**src/rtl/fetch_pc_unit.sv**
```systemverilog
// rtl/fetch_pc_unit.sv - F-stage PC, next-PC select and IF/ID register for the P5 MIPS core
//
// Holds the fetch PC and selects the next PC from four sources:
// sequential, branch, jump or jump-register.
// Drives the instruction ROM word address.
// Latches the fetched word, its PC and PC+4 into the D stage.
//
// Optional feature macro: FETCH_ADEL_EN
//   Defined:   misaligned or out-of-range fetches raise exc_adel_D
//              and inject a NOP into IF/ID.
//   Undefined: exc_adel_D is constant 0 and bad PCs simply alias into the ROM.
//
// Parameters:
//   RESET_PC   PC after reset and base address of the instruction ROM
//   IM_ADDR_W  instruction ROM word-address width
//
// Ports:
//   clk, reset  rising-edge clock, synchronous active-high reset
//   stall       hold PC and IF/ID (overrides flush_D)
//   flush_D     load a NOP bubble into IF/ID
//   npc_sel     00 pc+4, 01 br_target, 10 jump index, 11 jr_target
//   br_target   D-stage branch target
//   j_index     J/JAL 26-bit index
//   jr_target   forwarded rs for JR/JALR
//   im_addr     ROM word address (combinational read)
//   im_rdata    ROM word at im_addr
//   pc_F        current fetch PC
//   instr_D     IF/ID instruction
//   pc_D        IF/ID PC
//   pc4_D       IF/ID PC+4
//   exc_adel_D  IF/ID fetch address-error flag

module fetch_pc_unit #(
  parameter logic [31:0] RESET_PC  = 32'h0000_3000,
  parameter int          IM_ADDR_W = 10
) (
  input  logic                 clk,
  input  logic                 reset,
  input  logic                 stall,
  input  logic                 flush_D,
  input  logic [1:0]           npc_sel,
  input  logic [31:0]          br_target,
  input  logic [25:0]          j_index,
  input  logic [31:0]          jr_target,
  output logic [IM_ADDR_W-1:0] im_addr,
  input  logic [31:0]          im_rdata,
  output logic [31:0]          pc_F,
  output logic [31:0]          instr_D,
  output logic [31:0]          pc_D,
  output logic [31:0]          pc4_D,
  output logic                 exc_adel_D
);

  localparam logic [1:0] SEL_SEQ = 2'b00;
  localparam logic [1:0] SEL_BR  = 2'b01;
  localparam logic [1:0] SEL_J   = 2'b10;
  localparam logic [1:0] SEL_JR  = 2'b11;

  logic [31:0] pc_plus4;
  logic [31:0] next_pc;
  logic [31:0] pc_off;
  logic        fetch_adel;
  logic        unused_pc_off;

  // All PC arithmetic is 32-bit modulo; the carry out is dropped.
  assign pc_plus4 = pc_F + 32'd4;

  // Offset into the ROM window. High bits are discarded for addressing,
  // so out-of-range PCs alias modulo the ROM size.
  assign pc_off  = pc_F - RESET_PC;
  assign im_addr = pc_off[IM_ADDR_W+1:2];

  assign unused_pc_off = ^{pc_off[31:IM_ADDR_W+2], pc_off[1:0]};

  // The jump region comes from the instruction in D (pc4_D), not from pc_F.
  // This is the MIPS delay-slot definition of the 256 MB segment.
  always_comb begin
    next_pc = pc_plus4;
    case (npc_sel)
      SEL_SEQ: next_pc = pc_plus4;
      SEL_BR:  next_pc = br_target;
      SEL_J:   next_pc = {pc4_D[31:28], j_index, 2'b00};
      SEL_JR:  next_pc = jr_target;
      default: next_pc = pc_plus4;
    endcase
  end

`ifdef FETCH_ADEL_EN
  localparam logic [32:0] IM_BYTES = 33'd4 << IM_ADDR_W;

  // pc_F is inside [RESET_PC, RESET_PC + IM_BYTES) exactly when the modulo
  // offset is below IM_BYTES. A PC below the base wraps to a huge offset.
  always_comb begin
    fetch_adel = (pc_F[1:0] != 2'b00) || ({1'b0, pc_off} >= IM_BYTES);
  end
`else
  assign fetch_adel = 1'b0;
`endif

  // Priority on each edge: reset > stall > flush_D > normal.
  // During a stall the redirect is not lost: D is also held, so it
  // presents the same npc_sel again on the first unstalled cycle.
  always_ff @(posedge clk) begin
    if (reset) begin
      pc_F       <= RESET_PC;
      instr_D    <= 32'h0;
      pc_D       <= 32'h0;
      pc4_D      <= 32'h0;
      exc_adel_D <= 1'b0;
    end else if (stall) begin
      pc_F       <= pc_F;
      instr_D    <= instr_D;
      pc_D       <= pc_D;
      pc4_D      <= pc4_D;
      exc_adel_D <= exc_adel_D;
    end else if (flush_D) begin
      // Bubble keeps its PC fields so debug traces still show the slot.
      pc_F       <= next_pc;
      instr_D    <= 32'h0;
      pc_D       <= pc_F;
      pc4_D      <= pc_plus4;
      exc_adel_D <= 1'b0;
    end else begin
      pc_F       <= next_pc;
      instr_D    <= fetch_adel ? 32'h0 : im_rdata;
      pc_D       <= pc_F;
      pc4_D      <= pc_plus4;
      exc_adel_D <= fetch_adel;
    end
  end

endmodule

```
**config.mk**
```make
export PLATFORM = sky130hd
export DESIGN_NAME = fetch_pc_unit
export DESIGN_NICKNAME = d
export VERILOG_FILES = /design/src/rtl/fetch_pc_unit.sv
export SDC_FILE = /design/constraint.sdc
export NUM_CORES = 1
export LEC_CHECK = 0
export CAP_MARGIN = 20
export CORE_MARGIN = 1
export CORE_UTILIZATION = 43
export CTS_CLUSTER_DIAMETER = 120
export CTS_CLUSTER_SIZE = 8
export DETAILED_ROUTE_END_ITERATION = 6
export GPL_ROUTABILITY_DRIVEN = 0
export HOLD_SLACK_MARGIN = 0.12
export PLACE_DENSITY_LB_ADDON = 0.25
export SYNTH_ARGS = -nofsm -noshare
export SYNTH_HDL_FRONTEND = slang
export SYNTH_SLANG_ARGS = --single-unit
```
**constraint.sdc**
```tcl
create_clock -name clk -period 2.5 [get_ports clk]
set_input_delay 0.375 -clock clk [delete_from_list [all_inputs] [get_ports clk]]
set_output_delay 0.375 -clock clk [all_outputs]
set_load 0.005 [all_outputs]
```
==> metrics, run 1 <==
clock root cell clkbuf_16; count of placed standard cells including taps 1132; worst relative slew slack 58.66%; simple-gate portion of the synthesized area 17.96%; R2R setup slack 0.26 ns; Hold Crit Depth 2; initial antenna violation count 0; max-slew violation count 0; critical path type flop to flop; worst hold path type primary input to flop; Pwr per Cell Area 627.6 nW/um^2; first drt pass iteration count 5; min Tclk post-route 2.242 ns; Post-Synth XOR/XNOR Area 3.706%; H-tree Lvls 4; initial core utilization 44.10%; vias 6453; post-synthesis mux area share 11.71%; DRT antenna net count 0; total track usage 28.25%; Worst Tran Pin Value 0.6201 ns; Remaining DRCs 0; worst vdd ir 0.0004176 V; Layout area overhead 56.97%; CP Launch Type flop; Die H 121.5 microns; # nets final 1100; Cell variety after synth 52; Clk Latency, worst-skew pair 0.42 ns; area fraction in compound gates after synthesis 18.59%; worst r2r dst pc_F[31]; via density per instance 5.544; FILL cells 1145; CTS sink cnt 126; R2R cell count 5; first-pass GRT wire length 32.00 mm; WP data required 2.84 ns; Crit. End Element flop; Final setup viols 0; outcome completed; Post-Route WL 20.80 mm; ys async rst share 0%; sequential share of the synthesized area 41.05%; hpwl dp 15.03 mm; slowest cell delay on critical path 0.56 ns; Rows 43; largest family of logic cells by synthesized area compound AO/OA/AOI/OAI gates; clock skew 0.01028 ns; DRT iter0 DRCs 519; CP Buf/Inv Count 0; max cap viols 0; Die Span X 121.5 microns; share of cells above drive strength 1 11.38%; Diodes inserted 0; Post-CTS Resized 0; Leak 3.698 nW; Synth Register Bits 126; hold buffers post-CTS 0; Max clock buf depth 2; critical-path maximum fanout 10; FF-to-FF Start pc_F[13]; ys flop type dfxtp_1; I/O Pins 267; I/O Buffers 265; Cell Area, Placed 8975 sq um; FMAX 445.9 MHz; HP Start reset; unrepaired setup endpoints after global routing no; vias in the first global route 6197; Yosys warning total 0; DIE AREA 14770 sq um; number of CTS-inserted buffers 17; GRT overflow 0; syn_nets 857; largest net degree at the start of global routing 87; core area 13930 sq um; Critical-path top delay cell dfxtp_1; crit-path cells and4_1 -> nand3_1 -> or4_4 -> or4_1 -> a31oi_1; fin area 9646 sq um; Hold Path Sink pc_D[9]; clock slew at reported path FFs 0.06 ns; Mapped Area 6145 sq um; EDFF count, synth 0; Post-Synth Adder-Cell Area 0.2036%; Finished Layout Cells 1164; # Post-CTS Setup Buffers 0; final hold viol count 0; Crit path max-delay family simple AND/OR/NAND/NOR gates; Post-Synthesis Cells 728; Tcrit/Tclk final 89.70%; worst hold slack 0.2340 ns; setup TNS 0 ns; Worst EP arrival 2.59 ns; CTS tree done; Avg Inst Size Synth 8.440 sq um; Wirelength per Cell 17.87 microns
-- worst max path at each step --
| stage | end | depth (start not counted) | slack (ns) | from |
|---|---|---|---|---|
| final | pc_F[31] | 5 | 0.26 | pc_F[13] |
| after global routing | pc_F[28] | 6 | 0.12 | pc_F[3] |
| after floorplan | pc_F[31] | 7 | 0.48 | pc_F[4] |
| after CTS | pc_F[31] | 5 | 0.29 | pc_F[13] |
| after global placement | pc_F[4] | 4 | 0.33 | npc_sel[1] |
| after detailed placement | pc_F[7] | 4 | 0.29 | npc_sel[1] |
-- synthesized netlist by cell type, types with 6 or more instances --
cell type / instances / area [sq um]
o22ai_1: 8 / 50.05
a211oi_1: 21 / 157.7
mux2_2: 13 / 146.4
nor4_1: 6 / 37.54
o221a_2: 7 / 78.83
nand2_1: 56 / 210.2
buf_4: 16 / 120.1
xnor2_1: 12 / 105.1
nor3_1: 16 / 80.08
a22oi_1: 35 / 262.8
o21ai_0: 19 / 95.09
nor2_1: 113 / 424.2
xor2_1: 14 / 122.6
nand4_1: 8 / 50.05
mux2i_1: 46 / 460.4
a21oi_1: 55 / 275.3
buf_2: 11 / 55.05
buf_1: 13 / 48.80
dfxtp_1: 126 / 2522
clkbuf_1: 43 / 161.4
o21a_1: 6 / 45.04
nand3_1: 25 / 125.1
-- cell usage in the layout (no fill, tap or decap), types with 7 or more instances in the layout --
| cell type | instances |
|---|---|
| o21ai_0 | 19 |
| clkdlybuf4s50_1 | 262 |
| nor3_1 | 16 |
| mux2i_1 | 46 |
| nand2_1 | 56 |
| a22oi_1 | 35 |
| mux2_2 | 13 |
| buf_4 | 43 |
| xnor2_1 | 12 |
| nor2_1 | 111 |
| nand3_1 | 25 |
| o221a_2 | 7 |
| a21oi_1 | 55 |
| dfxtp_1 | 126 |
| o22ai_1 | 8 |
| xor2_1 | 14 |
| a211oi_1 | 21 |
| nand4_1 | 8 |
| clkbuf_16 | 17 |
-- layout make-up --
class                           instances  area (sq um)  share of cell area, %
Clock buffer                           20         456.7                  4.735
Clock inverter                         12         214.0                  2.218
Inverter                                6         22.52                 0.2335
Multi-Input combinational cell        512          3214                  33.32
Sequential cell                       126          2522                  26.15
Tap cell                              180         225.2                  2.335
Timing Repair Buffer                  308          2990                  31.00
-- metal layers --
layer,up-vias,wire [microns],GRT usage [%]
met5,-,0,0
met4,0,645,13.35
met3,47,2035,8.474
met2,337,9817,45.42
met1,2999,8298,34.52
li1,3070,-,-
-- metrics by stage --
stage | util (%) | power [mW] | setup WS (ns)
after detailed placement | 64.41 | 3.276 | 0.2870
after floorplan | - | 2.690 | 0.4786
final | 69.22 | 6.053 | 0.2575
after global routing | 69.22 | 6.263 | 0.1216
after global placement | 64.41 | 3.266 | 0.3316
after CTS | 69.22 | 6.088 | 0.2876
-- sequential cells by signal (all words and copies together) (netlist names) --
register,count
instr_D,32
pc_D,32
pc_F,32
pc4_D,30
-- logic make-up (layout without fill, tap and decap cells) --
logic type      count (synthesis)  count (layout)
simple gates                  247             247
compound gates                173             173
flops                         126             126
buf+inv                        90             346
mux                            64              64
xor+xnor                       26              26
fa+ha+maj                       1               1
other cells                     1               1
-- power by group --
part           switching [mW]  internal [mW]  total (mW)
Sequential             0.0890           2.12        2.21
Clock                   0.898           1.91        2.81
Combinational           0.429          0.603        1.03
Total                    1.42           4.64        6.05
Power figures use the tool's default switching activity.
==> run 2: changes to the inputs <==
--- a/config.mk
+++ b/config.mk
@@ -14,6 +14,7 @@
 export GPL_ROUTABILITY_DRIVEN = 0
 export HOLD_SLACK_MARGIN = 0.12
 export PLACE_DENSITY_LB_ADDON = 0.25
+export RECOVER_POWER = 100
 export SYNTH_ARGS = -nofsm -noshare
 export SYNTH_HDL_FRONTEND = slang
 export SYNTH_SLANG_ARGS = --single-unit
==> metrics, run 2 (same netlist as run 1, synthesis figures left out) <==
outcome complete, but fails checks (was completed); failing checks max-capacitance violations; FMAX 442.4 MHz (was 445.9 MHz); # Post-CTS Setup Buffers 0 (unchanged); worst r2r dst pc_F[31] (unchanged); clock root cell clkbuf_16 (unchanged); # nets final 1100 (unchanged); hold buffers post-CTS 0 (unchanged); Finished Layout Cells 1164 (unchanged); Clk Latency, worst-skew pair 0.42 ns (about the same); DIE AREA 14770 sq um (unchanged); worst vdd ir 0.0004067 V (was 0.0004176 V); Crit path max-delay family simple AND/OR/NAND/NOR gates (unchanged); Cell Area, Placed 8975 sq um (unchanged); final hold viol count 0 (unchanged); critical path type flop to flop (unchanged); GRT overflow 0 (unchanged); R2R cell count 5 (unchanged); Most Frequent Cell on Critical Path or4_1; initial core utilization 44.10% (unchanged); slowest cell delay on critical path 0.56 ns (about the same); total track usage 28.25% (unchanged); max-slew violation count 0 (unchanged); crit path launch pc_F[13] (unchanged); Post-CTS Resized 0 (unchanged); FILL cells 1180 (was 1145); CP Launch Type flop (unchanged); vias in the first global route 6197 (unchanged); I/O Pins 267 (unchanged); Post-Route WL 20.70 mm (was 20.80 mm); H-tree Lvls 4 (unchanged); Crit. End Element flop (unchanged); hpwl dp 15.03 mm (unchanged); number of CTS-inserted buffers 17 (unchanged); Layout area overhead 55.30% (was 56.97%); Setup WS post-layout 0.2395 ns (was 0.2575 ns); Hold Crit Depth 2 (unchanged); worst hold path type primary input to flop (unchanged); Crit. path cell count 5 (unchanged); Worst EP arrival 2.61 ns (was 2.59 ns); critical-path maximum fanout 10 (unchanged); Leak 3.953 nW (was 3.698 nW); Die H 121.5 microns (unchanged); Rows 43 (unchanged); fin area 9543 sq um (was 9646 sq um); I/O Buffers 265 (unchanged); unrepaired setup endpoints after global routing no (unchanged); Die Span X 121.5 microns (unchanged); max cap viols 1 (was 0); setup TNS 0 ns (unchanged); FF-to-FF Start pc_F[13] (unchanged); CTS sink cnt 126 (unchanged); crit-path cells and4_1 -> nand3_1 -> or4_1 -> or4_1 -> a31oi_1 (was and4_1 -> nand3_1 -> or4_4 -> or4_1 -> a31oi_1); GRT met3 Usage 8.474% (unchanged); share of cells above drive strength 1 9.248% (was 11.38%); via density per instance 5.546 (was 5.544); grt met1 use 34.52% (unchanged); R2R setup slack 0.24 ns (was 0.26 ns); Wirelength per Cell 17.78 microns (was 17.87 microns); CP Buf/Inv Count 0 (unchanged); pre-CTS WS 0.2870 ns (unchanged); Final setup viols 0 (unchanged); commonest non-fill, non-tap cell in the layout clkdlybuf4s50_1 (unchanged); Diodes inserted 0 (unchanged); Largest regs instr_D x32, pc_D x32, pc_F x32 (unchanged); clock slew at reported path FFs 0.06 ns (about the same); commonest non-fill, non-tap cells in the layout clkdlybuf4s50_1 (136), dlygate4sd3_1 (126), dfxtp_1 (126), nor2_1 (112), nand2_1 (56) (was clkdlybuf4s50_1 (262), dfxtp_1 (126), nor2_1 (111), nand2_1 (56), a21oi_1 (55)); first-pass GRT wire length 32.00 mm (unchanged); Critical-path top delay cell or4_1 (was dfxtp_1); Max clock buf depth 2 (unchanged); WP data required 2.85 ns (was 2.84 ns); core area 13930 sq um (unchanged); largest net degree at the start of global routing 87 (unchanged); vias 6455 (was 6453); DRT iter0 DRCs 523 (was 519); Worst Tran Pin Value 1.497 ns (was 0.6201 ns); initial antenna violation count 0 (unchanged); DRT antenna net count 0 (unchanged); Total Power 5.993 mW (was 6.053 mW); first drt pass iteration count 5 (unchanged); CP Capture Point pc_F[31] (unchanged); clock skew 0.01074 ns (was 0.01028 ns); GRT met2 Usage 45.42% (unchanged); min Tclk post-route 2.260 ns (was 2.242 ns); Pwr per Cell Area 628.0 nW/um^2 (was 627.6 nW/um^2); gr busiest metal met2 (unchanged); count of placed standard cells including taps 1132 (unchanged); worst relative slew slack 0.1992% (was 58.66%); CTS tree done (unchanged); Remaining DRCs 0 (unchanged); Tcrit/Tclk final 90.42% (was 89.70%)
==> run 2: cell count changes in the layout (fill, tap and decap cells not counted), sizes merged <==
cell and change:
buf -19, clkbuf +19, clkdlybuf4s50 -126, dlygate4sd3 +126
==> run 2: final cells by class <==
| type | count | area [sq um] | share of cell area (%) |
|---|---|---|---|
| Multi-Input combinational cell | 512 | 3189 | 33.42 |
| Timing Repair Buffer | 308 | 2913 | 30.52 |
| Sequential cell | 126 | 2522 | 26.43 |
| Clock buffer | 20 | 456.7 | 4.786 |
| Tap cell | 180 | 225.2 | 2.360 |
| Clock inverter | 12 | 214.0 | 2.242 |
| Inverter | 6 | 22.52 | 0.2360 |
==> run 2: per-stage QoR <==
stage               util (%)  hold WS [ns]
global route           68.48        0.2295
global placement       64.41        0.4475
finish                 68.48        0.2312
floorplan                  -        0.4574
detailed placement     64.41        0.4539
CTS                    69.22        0.2159
==> run 2: worst min-delay path by stage <==
stage / startpoint / end / slack, ns
after floorplan: pc4_D[11] / pc4_D[11] / 0.46
after global placement: pc4_D[13] / pc4_D[13] / 0.45
after detailed placement: pc4_D[12] / pc4_D[12] / 0.45
after CTS: reset / pc4_D[11] / 0.22
after global routing: reset / pc_D[7] / 0.23
final: reset / pc4_D[11] / 0.23
==> run 2: worst register-to-register path, stage by stage (launching register included) <==
cell     delay [ns]
dfxtp_1        0.55
and4_1         0.35
nand3_1        0.15
or4_1          0.56
or4_1          0.43
a31oi_1        0.15
==> run 2: power breakdown <==
part           internal (mW)  switching (mW)
clock network           1.91           0.900
registers               2.12          0.0844
logic                  0.548           0.426
total                   4.58            1.41
==> run 2: layer usage <==
metal  vias to the layer above  wire [microns]  share of wire (%)
li1                       3070               -                  -
met1                      3037            8269                 40
met2                       303            9898                 48
met3                        45            1921                9.3
met4                         0             607                2.9
met5                         -               0                  0
==> run 3: changes to the inputs <==
--- a/config.mk
+++ b/config.mk
@@ -5,6 +5,7 @@
 export SDC_FILE = /design/constraint.sdc
 export NUM_CORES = 1
 export LEC_CHECK = 0
+export ABC_CLOCK_PERIOD_IN_PS = 2500
 export CAP_MARGIN = 20
 export CORE_MARGIN = 1
 export CORE_UTILIZATION = 43
@@ -12,7 +13,7 @@
 export CTS_CLUSTER_SIZE = 8
 export DETAILED_ROUTE_END_ITERATION = 6
 export GPL_ROUTABILITY_DRIVEN = 0
-export HOLD_SLACK_MARGIN = 0.12
+export HOLD_SLACK_MARGIN = 0.03
 export PLACE_DENSITY_LB_ADDON = 0.25
 export RECOVER_POWER = 100
 export SYNTH_ARGS = -nofsm -noshare
==> results of run 3 <==
The final DEF is identical to that of run 2; final timing and power are the same.
==> edit 1, RTL diff (settings of run 3) <==
Build with the macro `FETCH_ADEL_EN` defined.
--- a/src/rtl/fetch_pc_unit.sv
+++ b/src/rtl/fetch_pc_unit.sv
@@ -29,6 +29,8 @@
 //   pc_D        IF/ID PC
 //   pc4_D       IF/ID PC+4
 //   exc_adel_D  IF/ID fetch address-error flag
+
+`define FETCH_ADEL_EN
 
 module fetch_pc_unit #(
   parameter logic [31:0] RESET_PC  = 32'h0000_3000,
Function: changed (a bounded check fails within 4 cycles, from zero or initial values and one cycle with reset high).
==> edit 1 against run 3 <==
  * The flow finishes with violations (DRC, capacitance limit, slew limit)
  * Synthesized area increased by 6.4%
  * Routed wire length increased by 10%
  * Power decreased by 7.6%
  * Non-clock buffer count decreased by 1
  * Design area increased by 2.4%
  * Worst setup slack got worse by 57 ps
  * Sequential cell count increased by 1
  * Worst hold slack improved by 96 ps
  * Critical path type is now register to output port
  * Highest routed layer unchanged
==> edit 1: results (changes against run 3) <==
----------------------------------------------------
[Status]
  Run status ... complete, but fails checks
  Violated checks ... DRC, capacitance limit, slew limit

[STA]
  Slew at the pin closest to its max-slew limit ... 1520 ps (+27.4 ps)
  Final Max Slew Viols ... 34 (+34)
  Minimum hold slack ... 328 ps (+96.5 ps)

[GRT]
  First-pass GRT wire length ... 35900 um (+12%)
  GRT Util Overall ... 29.1% (+0.83 points)
  Maximum number of pins on one net before global-route repair ... 41 (-53%)

[Route]
  Violation count after the first detailed-routing iteration ... 626 (+20%)
  Avg Vias per Cell ... 5.95 (+7.4%)
  Detailed-router iteration count before antenna repair ... 7 (+2)
  Total DRC errors in the routed layout ... 17 (+17)

[Layout]
  Number of antenna repair diodes ... 0 (unchanged)
  # fillers ... 1219 (+3.3%)
  Layout cells sized above 1 ... 9.18% (-0.064 points)
  Final-stage net count ... 1098 (-0.18%)

[Logic synthesis]
  Synthesized Nets ... 865 (+0.93%)
  Number of distinct library cell variants in the gate-level netlist after synthesis ... 65 (+25%)
  Part of the Yosys area used for sequential elements ... 38.9% (-2.2 points)
  Top post-synthesis cells by count ... sky130_fd_sc_hd__dfxtp_1 (127), sky130_fd_sc_hd__nor2_1 (69), sky130_fd_sc_hd__nand2_1 (41)

[Placement]
  Total half-perimeter wirelength after legalization and detailed placement ... 16000 um (+6.4%)
  Pre-CTS setup slack ... -1.76 ps (-289 ps)
  Number of port buffers ... 266 (+0.38%)

[Worst setup path]
  Worst reg2reg path depth ... 4 (-1)
  Register-to-Register Setup Slack ... 280 ps (+40 ps)
  Arrival time of the worst setup path ... 1940 ps (-670 ps)
  Launch point of the critical path ... pc_F[8]$_SDFFE_PP0N_
  Crit Reg-Reg Endpoint ... pc4_D[26]$_SDFFE_PP0N_

[Power and ir drop]
  Leakage dissipation ... 4.02 nW (+1.7%)
  VDD IR-drop max ... 405 uV (-0.35%)
  Net switching fraction of the power ... 25.4% (+1.8 points)
  Clk. pwr ... 2.34 mW (-17%)
  Sequential share of power ... 40.0% (+3.2 points)

[Worst hold path]
  Hold Crit Endpoint ... pc_D[0]$_SDFFE_PP0N_

[Flow run]
  Max cap viols ... 1 (unchanged)

----------------------------------------------------
-- edit 1: changes by cell type in the layout (fill, tap and decap cells not counted), moves of 7 or more --
| cell | delta |
|---|---|
| sky130_fd_sc_hd__xor2_1 | -9 |
| sky130_fd_sc_hd__inv_1 | +12 |
| sky130_fd_sc_hd__nor2_1 | -45 |
| sky130_fd_sc_hd__a22o_1 | +32 |
| sky130_fd_sc_hd__a22oi_1 | -33 |
| sky130_fd_sc_hd__nand2_1 | -15 |
| sky130_fd_sc_hd__a221oi_1 | +9 |
| sky130_fd_sc_hd__o31ai_1 | +9 |
| sky130_fd_sc_hd__a311oi_1 | +11 |
| sky130_fd_sc_hd__mux2i_1 | -7 |
| sky130_fd_sc_hd__nor4_1 | +12 |
| sky130_fd_sc_hd__a21oi_1 | -20 |
-- edit 1: cell type report --
type | count | area [um2] | area share (%)
Timing Repair Buffer | 307 | 2920 | 29.9
Inverter | 19 | 71.3 | 0.730
Clock inverter | 8 | 90.1 | 0.922
Clock buffer | 23 | 458 | 4.69
Sequential cell | 127 | 2540 | 26.0
Tap cell | 184 | 230 | 2.36
Multi-Input combinational cell | 496 | 3460 | 35.4
-- edit 1: how the worst max path moves through the flow --
stage / to / slack (ps) / cells past startpoint
2_1_floorplan: pc4_D[30]$_SDFFE_PP0N_ / 600 / 6
3_3_place_gp: pc_F[5]$_SDFFE_PP0N_ / 140 / 5
3_5_place_dp: pc_F[5]$_SDFFE_PP0N_ / -2 / 5
4_1_cts: pc4_D[26]$_SDFFE_PP0N_ / 320 / 4
5_1_grt: pc4_D[14]$_SDFFE_PP0N_ / 120 / 6
6_report: im_addr[6] / 180 / 2
-- edit 1: cells by family (layout without fill, tap and decap cells) --
group / Yosys count / in the layout / share of synthesized area (%)
AO/OA/AOI/OAI: 200 / 200 / 23.3
multiplexers: 56 / 56 / 9.58
buffers and inverters: 112 / 357 / 8.07
adder cells (fa/ha/maj): 2 / 2 / 0.383
AND/OR/NAND/NOR: 227 / 227 / 18.3
XOR/XNOR: 11 / 11 / 1.47
flip-flops: 127 / 127 / 38.9
-- edit 1: routing by layer --
metal,track usage (%),part of all wire [%]
met3,6.33,7.8
met5,0,0
met4,11.7,2.8
met2,49.2,48
met1,35.9,41
-- edit 1: stage by stage --
stage,cells,area (um2),TNS (ps)
floorplan,735,6540,0
detailed placement,1132,9320,-1.76
global placement,1132,9320,0
finish,1164,9770,0
CTS,1163,9870,0
global route,1164,9770,0
-- edit 1: critical path, cell delays in order (launching register included) --
cell and delay [ps]:
sky130_fd_sc_hd__dfxtp_1 420, sky130_fd_sc_hd__clkbuf_1 460, sky130_fd_sc_hd__dlygate4sd3_1 650
==> edit 2, RTL diff (settings of run 3) <==
Without the edit above. Reset style: asynchronous (`reset`), changed in one clocked block. Comments in the files are not updated.
--- a/src/rtl/fetch_pc_unit.sv
+++ b/src/rtl/fetch_pc_unit.sv
@@ -100,7 +100,7 @@
   // Priority on each edge: reset > stall > flush_D > normal.
   // During a stall the redirect is not lost: D is also held, so it
   // presents the same npc_sel again on the first unstalled cycle.
-  always_ff @(posedge clk) begin
+  always_ff @(posedge clk or posedge reset) begin
     if (reset) begin
       pc_F       <= RESET_PC;
       instr_D    <= 32'h0;
Check against the original RTL: differs if reset is asserted again (counterexample within 4 cycles, from zero or initial values and one cycle with reset high); with reset held inactive, the same outputs for 4 cycles.
==> edit 2 against run 3 <==
  * Routed wire length rose by 3.0%
  * Synthesized cell count fell by 12%
  * Combinational power up 77%
  * Worst setup slack worse by 58 ps
  * Design area up 4.6%
  * Die area rose by 8.4%
  * Synthesized area grew 8.6%
  * Maximum frequency down 2.5%
  * Power rose by 13%
  * Sequential cell count unchanged
==> edit 2: results (changes against run 3) <==
----------------------------------------------------
[Status]
  Run status ... finished, final reports clean

[Power and ir drop]
  VDD IR-drop max ... 488 uV (+20%)
  Areal power density over the cells ... 678 mW/mm2 (+8.0%)

[Logic synthesis]
  Part of the Yosys area used for sequential elements ... 47.3% (+6.2 points)
  Top post-synthesis cells by count ... sky130_fd_sc_hd__dfrtp_1 (124), sky130_fd_sc_hd__nand2_1 (64), sky130_fd_sc_hd__mux2i_1 (36)
  Xor and xnor area share after synthesis ... 1.44% (-2.3 points)
  Arithmetic-cell share of the synthesized area counting full adders, half adders and majority gates ... 0.188% (-0.016 points)
  Ranking of synthesized cells by area ... sky130_fd_sc_hd__dfrtp_1 (47%), sky130_fd_sc_hd__mux2i_1 (5.4%), sky130_fd_sc_hd__a22o_1 (4.2%)
  Synthesized Nets ... 767 (-11%)
  Area fraction in compound gates after synthesis ... 19.0% (+0.39 points)

[STA]
  Normalized max-slew margin ... 18.4% (+18 points)
  Time the final worst path needs with I/O delays and setup ... 2320 ps (+58.0 ps)

[Layout]
  Layout cells sized above 1 ... 10.4% (+1.2 points)
  Post-route non-filler standard cell count ... 1091 (-6.3%)
  Final-stage net count ... 1019 (-7.4%)

[Route]
  Violation count after the first detailed-routing iteration ... 558 (+6.7%)
  Total met3 wirelength after detailed routing ... 1780 um (-7.1%)

[GRT]
  M3 GR Usage ... 6.50% (-2.0 points)
  GRT Util Overall ... 27.3% (-0.93 points)
  Global routing usage on met1 ... 34.4% (-0.075 points)
  Via count of the first global-routing pass ... 6264 (+1.1%)

[Worst hold path]
  Worst hold path cell count ... 3 (+1)
  Startpoint of the tightest hold check path ... stall
  Hold Crit Endpoint ... pc_D[23]$_DFFE_PP0N_

[Worst setup path]
  Launch point of the critical path ... pc_F[12]$_DFFE_PP1N_
  Startpoint of the worst register-to-register path ... pc_F[12]$_DFFE_PP1N_
  Register-to-Register Setup Slack ... 180 ps (-60 ps)
  Slowest cell on the critical path ... sky130_fd_sc_hd__dfstp_1
  Worst reg2reg path depth ... 4 (-1)

[Placement]
  Instance area at placement ... 0.00949 mm2 (+5.8%)

----------------------------------------------------
==> edit 2: cell count changes after synthesis, moves of 11 or more <==
cell,delta
sky130_fd_sc_hd__a2bb2oi_1,+16
sky130_fd_sc_hd__a22o_1,+32
sky130_fd_sc_hd__a21oi_1,-44
sky130_fd_sc_hd__clkbuf_1,-14
sky130_fd_sc_hd__a311oi_1,+11
sky130_fd_sc_hd__dfxtp_1,-126
sky130_fd_sc_hd__nor2b_1,+12
sky130_fd_sc_hd__dfrtp_1,+124
sky130_fd_sc_hd__nor2_1,-81
sky130_fd_sc_hd__a211oi_1,-13
sky130_fd_sc_hd__a21o_1,+11
sky130_fd_sc_hd__a22oi_1,-32
==> edit 2: cell type report <==
cell class                 instances  area, um2
clock buffer                      20        457
timing repair buffer             304       2870
fill                            1172       5160
clock inverter                    12        138
sequential                       126       3160
multi-input combinational        434       3100
inverter                           7       30.0
tap                              188        235
